<file path="config.mk">
export PLATFORM = sky130hd
export DESIGN_NAME = mem_stage
export DESIGN_NICKNAME = d
export VERILOG_FILES = /design/src/rtl/mem_stage.sv
export SDC_FILE = /design/constraint.sdc
export NUM_CORES = 1
export LEC_CHECK = 0
export ABC_CLOCK_PERIOD_IN_PS = 2400
export CORE_MARGIN = 5
export CORE_UTILIZATION = 39
export CTS_CLUSTER_SIZE = 20
export DETAILED_ROUTE_END_ITERATION = 8
export PLACE_DENSITY = 0.81
export REMOVE_ABC_BUFFERS = 1
export SLEW_MARGIN = 10
export SYNTH_ARGS = -nofsm -noshare
export SYNTH_HDL_FRONTEND = slang
export SYNTH_SLANG_ARGS = --single-unit
export TNS_END_PERCENT = 50
</file>
<file path="constraint.sdc">
create_clock -name clk -period 2.4 [get_ports clk]
set_input_delay 0.48 -clock clk [delete_from_list [all_inputs] [get_ports clk]]
set_output_delay 0.48 -clock clk [all_outputs]
set_load 0.01 [all_outputs]
</file>
<file path="src/rtl/mem_stage.sv">
// -----------------------------------------------------------------------------
// mem_stage
//
// Memory-stage controller and MEM/WB pipeline register for the five-stage
// WISC-SP20 core. Loads and stores held in EX/MEM are issued to a multi-cycle,
// stall-capable data memory. The whole pipeline is frozen while an access is
// outstanding. Non-memory instructions pass straight into MEM/WB in one cycle.
//
// Parameters
//   TIMEOUT    cycles an access may stay outstanding (REQ + WAIT) before it is
//              abandoned and err sets; legal range 2..255.
//   NOP_INSTR  bubble instruction loaded into MEM/WB (opcode 00001, nop).
//
// Ports
//   clk, rst                 core clock; asynchronous active-high reset
//   valid_e .. store_data    EX/MEM latch contents (stable while stall_pipe=1)
//   mem_en, mem_wr           data-memory request strobe / write select
//   mem_addr, mem_wdata      request address / write data (driven in REQ only)
//   mem_rdata, mem_stall,
//   mem_done                 memory read data, busy, and completion pulse
//   stall_pipe               freezes PC, IF/ID, ID/EX and EX/MEM
//   memory_read_data ..
//   mem_read_mem             MEM/WB register consumed by writeback/forwarding
//   err                      sticky: unaligned access or timeout
// -----------------------------------------------------------------------------
module mem_stage #(
  parameter int unsigned TIMEOUT   = 64,
  parameter logic [15:0] NOP_INSTR = 16'h0800
) (
  input  logic        clk,
  input  logic        rst,
  input  logic        valid_e,
  input  logic [15:0] instruction_e,
  input  logic [2:0]  rd_e,
  input  logic [2:0]  rs_e,
  input  logic        valid_rd_e,
  input  logic        reg_write_ex,
  input  logic        mem_read_ex,
  input  logic        mem_write_ex,
  input  logic [15:0] execute_data,
  input  logic [15:0] store_data,
  output logic        mem_en,
  output logic        mem_wr,
  output logic [15:0] mem_addr,
  output logic [15:0] mem_wdata,
  input  logic [15:0] mem_rdata,
  input  logic        mem_stall,
  input  logic        mem_done,
  output logic        stall_pipe,
  output logic [15:0] memory_read_data,
  output logic [15:0] mem_address,
  output logic [15:0] instruction_m,
  output logic [2:0]  rd_m,
  output logic [2:0]  rs_m,
  output logic        valid_rd_m,
  output logic        reg_write_mem,
  output logic        mem_read_mem,
  output logic        err
);

  typedef enum logic [1:0] {
    S_IDLE = 2'd0,
    S_REQ  = 2'd1,
    S_WAIT = 2'd2
  } state_t;

  // Count value at which an outstanding access is declared dead.
  localparam logic [7:0] CNT_LAST = 8'(TIMEOUT - 1);

  state_t     state, state_next;
  logic [7:0] cnt;

  logic mem_op;
  logic timeout_hit;
  logic load_live;     // MEM/WB takes the EX/MEM contents
  logic load_bubble;   // MEM/WB takes a nop, data fields hold
  logic capture_rdata; // completion of a load: keep the returned data
  logic err_set;
  logic cnt_clear;
  logic cnt_inc;

  assign mem_op      = mem_read_ex | mem_write_ex;
  assign timeout_hit = (cnt == CNT_LAST);

  // ---------------------------------------------------------------------------
  // Next-state and output decode
  // ---------------------------------------------------------------------------
  always_comb begin
    // NOTE: every signal written here gets a default first, so no path through
    // the case statement can leave one unassigned and infer a latch.
    state_next    = state;
    stall_pipe    = 1'b0;
    mem_en        = 1'b0;
    mem_wr        = 1'b0;
    mem_addr      = '0;
    mem_wdata     = '0;
    load_live     = 1'b0;
    load_bubble   = 1'b0;
    capture_rdata = 1'b0;
    err_set       = 1'b0;
    cnt_clear     = 1'b0;
    cnt_inc       = 1'b0;

    unique case (state)
      S_IDLE: begin
        if (!valid_e) begin
          load_bubble = 1'b1;
        end else if (!mem_op) begin
          load_live = 1'b1;
        end else if (execute_data[0]) begin
          // Unaligned word access: never reaches the memory.
          err_set     = 1'b1;
          load_bubble = 1'b1;
        end else begin
          // Stall starts in the decode cycle so EX/MEM stays put for REQ.
          stall_pipe = 1'b1;
          cnt_clear  = 1'b1;
          state_next = S_REQ;
        end
      end

      S_REQ: begin
        mem_en    = 1'b1;
        mem_wr    = mem_write_ex;
        mem_addr  = execute_data;
        mem_wdata = store_data;
        cnt_inc   = 1'b1;
        if (timeout_hit) begin
          err_set     = 1'b1;
          load_bubble = 1'b1;
          state_next  = S_IDLE;
        end else begin
          stall_pipe = 1'b1;
          if (!mem_stall) state_next = S_WAIT;
        end
      end

      S_WAIT: begin
        cnt_inc = 1'b1;
        // Completion takes priority over a timeout landing in the same cycle.
        if (mem_done) begin
          load_live     = 1'b1;
          capture_rdata = mem_read_ex;
          state_next    = S_IDLE;
        end else if (timeout_hit) begin
          err_set     = 1'b1;
          load_bubble = 1'b1;
          state_next  = S_IDLE;
        end else begin
          stall_pipe = 1'b1;
        end
      end

      default: state_next = S_IDLE;
    endcase
  end

  // ---------------------------------------------------------------------------
  // FSM state, timeout counter and sticky error
  // ---------------------------------------------------------------------------
  always_ff @(posedge clk or posedge rst) begin
    if (rst) begin
      state <= S_IDLE;
      cnt   <= '0;
      err   <= 1'b0;
    end else begin
      // NOTE: sequential state is updated with non-blocking assignments so
      // every register samples pre-edge values regardless of block ordering.
      state <= state_next;
      if (cnt_clear) begin
        cnt <= '0;
      end else if (cnt_inc && (cnt != 8'hFF)) begin
        cnt <= cnt + 8'd1;
      end
      if (err_set) err <= 1'b1;
    end
  end

  // ---------------------------------------------------------------------------
  // MEM/WB pipeline register
  // ---------------------------------------------------------------------------
  always_ff @(posedge clk or posedge rst) begin
    if (rst) begin
      memory_read_data <= '0;
      mem_address      <= '0;
      instruction_m    <= NOP_INSTR;
      rd_m             <= '0;
      rs_m             <= '0;
      valid_rd_m       <= 1'b0;
      reg_write_mem    <= 1'b0;
      mem_read_mem     <= 1'b0;
    end else if (load_live) begin
      if (capture_rdata) memory_read_data <= mem_rdata;
      mem_address   <= execute_data;
      instruction_m <= instruction_e;
      rd_m          <= rd_e;
      rs_m          <= rs_e;
      valid_rd_m    <= valid_rd_e;
      reg_write_mem <= reg_write_ex;
      mem_read_mem  <= mem_read_ex;
    end else if (load_bubble) begin
      // A nop rather than all-zeros keeps downstream decode from seeing halt.
      instruction_m <= NOP_INSTR;
      valid_rd_m    <= 1'b0;
      reg_write_mem <= 1'b0;
      mem_read_mem  <= 1'b0;
    end
  end

endmodule

</file>
==> metrics.cfg <==
[run_status]
status=finished, final reports clean

[worst_setup_path]
rrSetupSlack_ps=260
worstPathArrival_ps=1810
crit_path_end_kind=output pin
ff2ff_path_depth=6
r2r-end=valid_rd_m
r2r_start=state[0]
critPathLaunch=state[1]
critical_path_class=flip-flop to output pin
path_max_fanout=32
start_kind=flip-flop
crit_required_ps=1920

[sta]
hold_viol_final=0
tightest_slew_ps=775
setup_slack_ps=113
period_share_pct=95.3
layout_min_cycle_time_ps=2290
timing.final.max_slew_violations=0
fin_setup_tns_ps=0
relSlewSlack_pct=48.1
clock_skew_ps=9.65
setup_viol=0
timing.fmax_mhz=437
rsz0062_at_grt=false

[synthesis]
synthArstFlopShare_pct=100
synth_area_per_cell_sq_um=12.7
synth.distinct_cells=43
synth_seq_area_share_pct=55.3
synth_top_area_share_pct=54.4
synth_area_sq_mm=0.00308
ys_warn_count=0
yosysMostFrequentCell=dfrtp_1
synth_area_leader_cell=dfrtp_1
synth_edf_count=0
syn_inst=243
synth_area_leaders=dfrtp_1 (54%), mux2_2 (14%), and2_1 (6.7%), a22o_2 (2.6%), a22o_1 (2.6%)
ys.flop_type=dfrtp_1
synth_common_cells=dfrtp_1 (67), mux2_2 (38), and2_1 (33)
ys_ff_latch=68

[global_route]
grt_pass1_vias=2829
antenna_found_initial=0
grt_first_pass_wirelength_mm=13.9
grt_start_max_net_pins=38
track_usage_pct=17.7
grt_overflow=0

[floorplanning]
initial_core_util_pct=39.9
die_x_um=98.9
die_y_um=98.9
ios=172
fp.coreArea_sq_mm=0.00773
die_area_sq_mm=0.00978
fp-row-count=32

[route]
wl_mm=8.71
drc=0
routed.top_layer=met4
via_per_inst=4.89
wl_per_cell_um=16.1
route.antenna.remaining_nets=0
wl_met1_mm=3.43
vias=2648
drt-initial-drc-count=79
wl_met2_mm=4.28
dr.pass1.iters=4
wl_met3_um=835

[placement]
gp_congestion=0.846
dp_hpwl_mm=6.68
placedCellCount=524
port-buffer-count=171
dpl_worst_slack_ps=-215

[power]
power.leakage_nw=2.41
power.density_mw_per_mm2=1150
irDropWorstVdd_mv=0.536

[cells_and_area]
syn_to_final_growth_pct=70.1
antenna_cells=0
n_fill_cell=596
drive_gt1_share_pct=20.9
fin_nets=519
regArea_sq_mm=0.00170
multi_input_area_sq_mm=0.00130
fin_util_pct=67.8
fin_cells=542

[clocking]
clockBufferDepth=2
cts.clk_slew.worst_paths_ps=70
clkSinkCount=68
worstSkewPairLatency_ps=330
cts_tree=built
cts_buffers=9
cts_root_buf=clkbuf_8
cts_max_level=3

[flow_run]
max-cap-violations=0

[min_path]
hold_start=instruction_m[11]
min_to=instruction_m[11]
whs_path_depth=2
hold_class=flip-flop to flip-flop

-- stage by stage --
stage	hold slack, ps	cell area, sq um	power (mW)
floorplan	466	3010	3.36
global placement	451	5000	5.12
detailed placement	458	5000	5.20
CTS	470	5210	6.14
global route	471	5240	6.44
finish	470	5240	6.04
-- state kept, by name, summed over array words and instances (netlist names) --
signal,cells
cnt,8
state,2
instruction_m,16
memory_read_data,16
reg_write_mem,1
rs_m,3
err,1
mem_address,16
mem_read_mem,1
rd_m,3
valid_rd_m,1
-- critical path: stages, from the launching register on --
cell and delay (ps):
dfrtp_1 400, inv_2 90, ha_4 170, buf_12 150
and2_1 140, clkdlybuf4s50_1 530
-- power breakdown --
part / internal, mW / switching [mW]
clock: 0.462 / 0.412
sequential: 1.65 / 0.287
combinational: 1.91 / 1.32
-- worst max path at each step --
stage / endpoint / cells after the start
finish: mem_addr[14] / 5
global placement: stall_pipe / 5
global route: stall_pipe / 6
floorplan: instruction_m[10] / 4
detailed placement: stall_pipe / 5
CTS: mem_wdata[1] / 5
-- timing repair --
action	4_1_cts	5_1_grt
endpoints found under the setup margin	33	24
hold buffers	0	0
pin swaps	0	0
buffers inserted	2	0
gates resized for setup	4	15
-- layout by cell type, fill, tap and decap left out, drive strengths merged, types with 2 or more instances in the layout --
| cell | n |
|---|---|
| nor2b | 2 |
| nand3 | 5 |
| xor2 | 2 |
| and2 | 33 |
| xnor2 | 2 |
| clkdlybuf4s50 | 157 |
| nand2 | 4 |
| clkbuf | 16 |
| dfrtp | 67 |
| a21oi | 8 |
| or2b | 2 |
| nand4 | 4 |
| o21ai | 6 |
| o211ai | 2 |
| nor3 | 3 |
| or3 | 3 |
| dlymetal6s2s | 13 |
| mux2 | 38 |
| a22o | 17 |
| nor2 | 9 |
| inv | 5 |
| buf | 21 |
| ha | 5 |
-- area by class of cell --
cell class                 instances  share of cell area (%)
multi-input combinational        159                    24.8
timing repair buffer             192                    36.4
tap                              102                    2.44
clock inverter                     1                   0.143
sequential                        68                    32.5
inverter                           5                   0.358
clock buffer                      15                    3.37
-- per-layer routing --
metal / global-route usage [%] / vias to the layer above
li1: - / 1248
met1: 21.0 / 1268
met2: 29.6 / 115
met3: 6.16 / 17
met4: 6.51 / 0
met5: 0 / -
-- kinds of logic (layout without fill, tap and decap cells) --
group	after synthesis	in the layout	synth area share, %
buffers and inverters	16	213	3.05
XOR/XNOR	4	4	1.14
multiplexers	38	38	13.9
adder cells (fa/ha/maj)	5	5	2.03
flip-flops	68	68	55.3
AO/OA/AOI/OAI	42	42	11.0
AND/OR/NAND/NOR	70	70	13.6
(Power assumes the default switching activity.)
